### src/rtl/pipeline_hazard_ctrl_pkg.sv
// Shared types for the 5-stage hazard/forwarding controller: forwarding
// select encoding, per-stage shadow entry and the producer/consumer match.
package pipe_ctrl_pkg;

  localparam int RA_W_MAX = 8;

  typedef enum logic [1:0] {
    FWD_RF  = 2'd0,
    FWD_MEM = 2'd1,
    FWD_WB  = 2'd2
  } fwd_sel_t;

  typedef struct packed {
    logic                valid;
    logic [RA_W_MAX-1:0] rd;
    logic                reg_write;
    logic                is_load;
  } stage_info_t;

  localparam stage_info_t NO_STAGE = '{valid: 1'b0, rd: {RA_W_MAX{1'b0}},
                                       reg_write: 1'b0, is_load: 1'b0};

  // A register read hits a producer only for real writes to a non-hardwired register.
  function automatic logic stage_match(input stage_info_t s,
                                       input logic [RA_W_MAX-1:0] ra,
                                       input logic used,
                                       input logic zero_reg);
    return s.valid & s.reg_write & used & (s.rd == ra) &
           ~(zero_reg & (ra == {RA_W_MAX{1'b0}}));
  endfunction

endpackage

### src/rtl/pipeline_hazard_ctrl_fwd_select.sv
// Per-source forwarding comparator: picks the youngest eligible producer
// among MEM and WB, falling back to the register file.
module fwd_select
  import pipe_ctrl_pkg::*;
#(
  parameter bit ZERO_REG = 1'b0
) (
  input  stage_info_t         i_mem,
  input  stage_info_t         i_wb,
  input  logic [RA_W_MAX-1:0] i_ra,
  input  logic                i_used,
  output fwd_sel_t            o_sel
);

  logic w_mem_hit;
  logic w_wb_hit;

  assign w_mem_hit = stage_match(i_mem, i_ra, i_used, ZERO_REG);
  assign w_wb_hit  = stage_match(i_wb, i_ra, i_used, ZERO_REG);

  // Load data is not available in MEM yet; the load-use bubble moves it to WB first.
  always_comb begin
    o_sel = FWD_RF;
    if (w_mem_hit && !i_mem.is_load) begin
      o_sel = FWD_MEM;
    end else if (w_wb_hit) begin
      o_sel = FWD_WB;
    end else begin
      o_sel = FWD_RF;
    end
  end

endmodule

### src/rtl/pipeline_hazard_ctrl.sv
// Hazard controller for the IF/ID/EX/MEM/WB core: stage enables, flushes,
// EX forwarding selects, ID write-back bypass and stall/flush statistics.
module pipeline_hazard_ctrl
  import pipe_ctrl_pkg::*;
#(
  parameter int RA_W     = 4,
  parameter int NSRC     = 3,
  parameter int CNT_W    = 32,
  parameter bit ZERO_REG = 1'b0
) (
  input  logic                   clk,
  input  logic                   rst,
  input  logic                   id_valid,
  input  logic [NSRC*RA_W-1:0]   id_ra,
  input  logic [NSRC-1:0]        id_ra_used,
  input  logic [RA_W-1:0]        id_rd,
  input  logic                   id_reg_write,
  input  logic                   id_is_load,
  input  logic                   ex_branch_taken,
  input  logic                   mem_busy,
  output logic                   pc_en,
  output logic                   if_id_en,
  output logic                   id_ex_en,
  output logic                   ex_mem_en,
  output logic                   mem_wb_en,
  output logic                   if_id_flush,
  output logic                   id_ex_flush,
  output logic [2*NSRC-1:0]      fwd_sel,
  output logic [NSRC-1:0]        id_wb_bypass,
  output logic [CNT_W-1:0]       stall_cnt,
  output logic [CNT_W-1:0]       flush_cnt
);

  stage_info_t            r_ex;
  stage_info_t            r_mem;
  stage_info_t            r_wb;
  logic [NSRC*RA_W-1:0]   r_ex_ra;
  logic [NSRC-1:0]        r_ex_used;
  logic                   r_br_pend;
  logic [CNT_W-1:0]       r_stall_cnt;
  logic [CNT_W-1:0]       r_flush_cnt;

  stage_info_t            w_id_info;
  logic [NSRC-1:0]        w_lu_src;
  logic                   w_load_use;
  logic                   w_branch;
  logic                   w_stall_evt;
  logic                   w_flush_evt;

  assign w_id_info = '{valid: id_valid, rd: RA_W_MAX'(id_rd),
                       reg_write: id_reg_write, is_load: id_is_load};

  for (genvar g = 0; g < NSRC; g++) begin : g_src
    logic [RA_W_MAX-1:0] w_ex_ra;
    logic [RA_W_MAX-1:0] w_id_ra;
    fwd_sel_t            w_ex_sel;
    fwd_sel_t            w_id_sel;

    assign w_ex_ra = RA_W_MAX'(r_ex_ra[g*RA_W +: RA_W]);
    assign w_id_ra = RA_W_MAX'(id_ra[g*RA_W +: RA_W]);

    fwd_select #(.ZERO_REG(ZERO_REG)) u_fwd_ex (
      .i_mem  (r_mem),
      .i_wb   (r_wb),
      .i_ra   (w_ex_ra),
      .i_used (r_ex_used[g]),
      .o_sel  (w_ex_sel)
    );

    // ID only cares about a same-cycle WB write, so MEM is masked off.
    fwd_select #(.ZERO_REG(ZERO_REG)) u_fwd_id (
      .i_mem  (NO_STAGE),
      .i_wb   (r_wb),
      .i_ra   (w_id_ra),
      .i_used (id_ra_used[g]),
      .o_sel  (w_id_sel)
    );

    assign w_lu_src[g]         = stage_match(r_ex, w_id_ra, id_ra_used[g], ZERO_REG);
    assign fwd_sel[2*g +: 2]   = rst ? FWD_RF : w_ex_sel;
    assign id_wb_bypass[g]     = ~rst & id_valid & (w_id_sel == FWD_WB);
  end

  assign w_load_use  = id_valid & r_ex.is_load & (|w_lu_src);
  assign w_branch    = ex_branch_taken | r_br_pend;
  assign w_stall_evt = mem_busy | (~w_branch & w_load_use);
  assign w_flush_evt = ~mem_busy & w_branch;

  // Enable/flush priority: reset, RAM freeze, taken branch, load-use, run.
  always_comb begin
    pc_en       = 1'b1;
    if_id_en    = 1'b1;
    id_ex_en    = 1'b1;
    ex_mem_en   = 1'b1;
    mem_wb_en   = 1'b1;
    if_id_flush = 1'b0;
    id_ex_flush = 1'b0;
    if (rst) begin
      pc_en       = 1'b0;
      if_id_en    = 1'b0;
      id_ex_en    = 1'b0;
      ex_mem_en   = 1'b0;
      mem_wb_en   = 1'b0;
      if_id_flush = 1'b1;
      id_ex_flush = 1'b1;
    end else if (mem_busy) begin
      pc_en       = 1'b0;
      if_id_en    = 1'b0;
      id_ex_en    = 1'b0;
      ex_mem_en   = 1'b0;
      mem_wb_en   = 1'b0;
    end else if (w_branch) begin
      if_id_flush = 1'b1;
      id_ex_flush = 1'b1;
    end else if (w_load_use) begin
      pc_en       = 1'b0;
      if_id_en    = 1'b0;
      id_ex_flush = 1'b1;
    end else begin
      pc_en       = 1'b1;
    end
  end

  // Shadow pipeline advance; everything holds while RAM is busy.
  always_ff @(posedge clk or posedge rst) begin
    if (rst) begin
      r_ex      <= NO_STAGE;
      r_mem     <= NO_STAGE;
      r_wb      <= NO_STAGE;
      r_ex_ra   <= {(NSRC*RA_W){1'b0}};
      r_ex_used <= {NSRC{1'b0}};
    end else if (!mem_busy) begin
      r_ex      <= id_ex_flush ? NO_STAGE : w_id_info;
      r_ex_ra   <= id_ex_flush ? {(NSRC*RA_W){1'b0}} : id_ra;
      r_ex_used <= id_ex_flush ? {NSRC{1'b0}} : (id_ra_used & {NSRC{id_valid}});
      r_mem     <= r_ex;
      r_wb      <= r_mem;
    end
  end

  // A branch resolved during a freeze is remembered until the freeze lifts.
  always_ff @(posedge clk or posedge rst) begin
    if (rst) begin
      r_br_pend <= 1'b0;
    end else if (mem_busy) begin
      r_br_pend <= r_br_pend | ex_branch_taken;
    end else begin
      r_br_pend <= 1'b0;
    end
  end

  // Saturating statistics counters.
  always_ff @(posedge clk or posedge rst) begin
    if (rst) begin
      r_stall_cnt <= {CNT_W{1'b0}};
      r_flush_cnt <= {CNT_W{1'b0}};
    end else begin
      if (w_stall_evt && (r_stall_cnt != {CNT_W{1'b1}})) begin
        r_stall_cnt <= r_stall_cnt + {{(CNT_W-1){1'b0}}, 1'b1};
      end
      if (w_flush_evt && (r_flush_cnt != {CNT_W{1'b1}})) begin
        r_flush_cnt <= r_flush_cnt + {{(CNT_W-1){1'b0}}, 1'b1};
      end
    end
  end

  assign stall_cnt = r_stall_cnt;
  assign flush_cnt = r_flush_cnt;

endmodule

### config.mk
export PLATFORM = sky130hd
export DESIGN_NAME = pipeline_hazard_ctrl
export DESIGN_NICKNAME = d
export VERILOG_FILES = /design/src/rtl/pipeline_hazard_ctrl_pkg.sv /design/src/rtl/pipeline_hazard_ctrl_fwd_select.sv /design/src/rtl/pipeline_hazard_ctrl.sv
export SDC_FILE = /design/constraint.sdc
export NUM_CORES = 1
export LEC_CHECK = 0
export ABC_CLOCK_PERIOD_IN_PS = 10600
export CAP_MARGIN = 30
export CORE_AREA = 4 4 106 108
export CTS_BUF_LIST = sky130_fd_sc_hd__clkbuf_8
export CTS_CLUSTER_SIZE = 28
export DETAILED_ROUTE_END_ITERATION = 10
export DIE_AREA = 0 0 110 112
export GPL_TIMING_DRIVEN = 0
export PLACE_DENSITY = 0.85
export SYNTH_ARGS = -nofsm -noshare
export SYNTH_HDL_FRONTEND = slang
export SYNTH_HIERARCHICAL = 1
export SYNTH_SLANG_ARGS = --single-unit
export TNS_END_PERCENT = 10
### constraint.sdc
create_clock -name clk -period 10.6 [get_ports clk]
set_clock_uncertainty 0.1 [all_clocks]
set_input_delay 1.59 -clock clk [delete_from_list [all_inputs] [get_ports clk]]
set_output_delay 1.59 -clock clk [all_outputs]
set_load 0.005 [all_outputs]
==> results.md <==
* Fin crit share at 55.5%
* Dpl ws at 4730 ps
* Clock sinks at 100
* Total track usage at 24.8%
* Clk root buf: clkbuf_8
* Initial antenna violation count at 0
* Fmax at 170 MHz
* Clk buf depth at 2
* Psw at 0.282 mW
* TritonCTS clock tree: done
* Worst setup EP type: output port
* Tightest Hold Check Type: register to register
* Total power at 0.905 mW
* Clock slew at reported path FFs at 110 ps
* Worst path slowest cell: clkdlybuf4s50_1
* Initial Util at 57.5%
* Syn_area_per_cell at 10.7 µm²
* Static leakage at 3.12 nW
* Worst-path fanout max at 10
* CP Launch Type: primary input
* CP max stage delay at 610 ps
* Worst-skew pair later-pin latency at ~370 ps
* Post-route ant nets at 0
* Pre-antenna DRT Iters at 5
* DRC marker count from the first detailed-route iteration at 229
* Vias per inst at about 5.4
* Worst Max-Slew Pin Slew at between 600 and 700 ps
* Max rail drop VDD at 0.0943 mV
* Final Hold Viols at 0
* Top delay family on crit path: buffers and inverters
* Core area at 0.0102 mm²
* Global-route wire length before repair at 24.4 mm
* Ports at around 110
* Die ar. at 0.0123 mm²
* Depth of the most critical reg-to-reg path at 7
* Worst Setup SP: id_ra[2]
* N_diodes at 0
* Pwr dens at 117 mW/mm²
* Post-route setup TNS at 0 ps
* Int Pwr at 0.623 mW
* Final worst slack at 4710 ps
* DIE WIDTH at 110 µm
* CP Data Arrival Time at 4200 ps
* Remaining Overflow, GRT at 0
* DRC viols at 0
* DR vias at 4993
* CP Depth at 9
* Fin. max-slew vios at 0
* Layout cells sized above 1 at 8.01%
* Worst r2r src: stall_cnt[0]
* Layout Area Growth over Synthesis at 31.3%
* Vias in the first global route at around 5000
* Sequential Power Share at 51.9%
* Die Span Y at between 100 and 150 µm
* # setup viols final at 0
* Post-Synthesis Cell Area at ~0.0059 mm²
* Pin count of the biggest net entering global routing at 68
* RSZ-0062 raised after global routing: false
* YS warnings at 6
* H-Tree Level Count at 3
* Nets@finish at 810
* Switching share of power at 31.2%
* Crit Path Class: primary input to output port
* Worst path required time at approximately 9000 ps
* Normalized max-slew margin at ~54%
* R2r endpoint: stall_cnt[1]
* DP HPWL at 11.2 mm
* Clock power share at around a quarter
* Maximum Capacitance Violations at 0
* Post-Synthesis Cells at 551
* Crit path cell chain: clkdlybuf4s50_1 -> xor2_1 -> nor4_1 -> or4_4 -> buf_6 -> buf_6 -> a21oi_1 -> buf_4 -> clkdlybuf4s50_1
* Port bufs at between 100 and 150
* Resized cells post-CTS at 0
* Reg2Reg Setup Slack at a little over 8000 ps
* DRT Wirelength at 14.6 mm
* Hold-fix buffers, CTS at 0
* CP endpoint: pc_en
* RD Place Congestion at between 0.8 and 0.9
* FP Rows at 37
* Fin crit period at 5890 ps
* Worst path bufs/invs at 5
* Num CTS Buffers at 9
* Status: finished, final reports clean
* Postcts setup bufs at 0
* Combinational power share at 23.5%
* Wire per inst at 15.8 µm
cell type report:
type / instances / area [µm²]
plain buffers: 19 / 125
clock buffers: 9 / 124
clock inverters: 7 / 52.6
fillers: 737 / 2510
inverters: 4 / 17.5
multi-input cells: 544 / 3670
flip-flops and latches: 100 / 2500
well taps: 136 / 170
repair buffers: 104 / 1060
metal layers:
layer,vias to the layer above,routed length (µm),track usage [%]
li1,2326,-,-
met1,2452,5950,31.6
met2,181,7260,40.7
met3,34,974,5.68
met4,0,378,9.73
met5,-,0,0
flip-flops by register name (all words and copies together) (netlist names):
register / cells
flush_cnt: 32
stall_cnt: 32
r_ex_ra: 12
r_ex: 7
r_mem: 7
r_wb: 6
r_ex_used: 3
r_br_pend: 1
power groups by stage:
stage	logic (mW)	registers (mW)	clock network [mW]
floorplan	0.125	0.462	0
global placement	0.203	0.472	0
detailed placement	0.212	0.475	0
CTS	0.213	0.469	0.225
global route	0.236	0.476	0.241
finish	0.213	0.470	0.223
worst register-to-register path: stages, from the launching register on:
cell,delay (ps)
dfrtp_1,450
ha_1,190
nand3_1,160
or4b_4,590
nor3_2,330
nor2_1,120
nand2_1,150
mux2_2,340
cells in the final DEF (no fill, tap or decap), types with 3 or more instances in the layout:
cell               n
nor2_1            12
nor3_1             7
and2_1             3
xor2_1            21
a22o_1            19
nor3b_1            3
nor4_2             6
nor3_2             3
clkbuf_8           9
inv_1              4
xnor2_1          149
and4_1             8
conb_1           117
dfrtp_1          100
nand4_1           50
and3_1            19
nand3_1           40
a32o_1             3
buf_4              3
nor2b_1            8
nand4b_1           6
nor4_1            10
nand2_1           22
clkdlybuf4s50_1  103
clkbuf_1           7
mux2_2            15
a21oi_1            3
buf_2              4
buf_6              5
stage by stage:
step                      utilization (%)  hold WS (ps)  instance area, µm²  instances
final                                75.5           394                7720        923
after detailed placement             73.8           382                7550        907
after global placement               73.5           380                7520        906
after floorplan                         -           378                6310        667
after global routing                 75.5           421                7720        923
after CTS                            75.5           397                7720        923
worst min path at each step:
stage             startpoint       endpoint  slack (ps)  depth (start not counted)
5_1_grt        stall_cnt[10]  stall_cnt[10]         420                          1
2_1_floorplan  stall_cnt[23]  stall_cnt[23]         380                          1
6_report       stall_cnt[27]  stall_cnt[27]         390                          1
3_3_place_gp   flush_cnt[14]  flush_cnt[14]         380                          1
3_5_place_dp   stall_cnt[27]  stall_cnt[27]         380                          1
4_1_cts        stall_cnt[27]  stall_cnt[27]         400                          1
(Power assumes the default switching activity.)
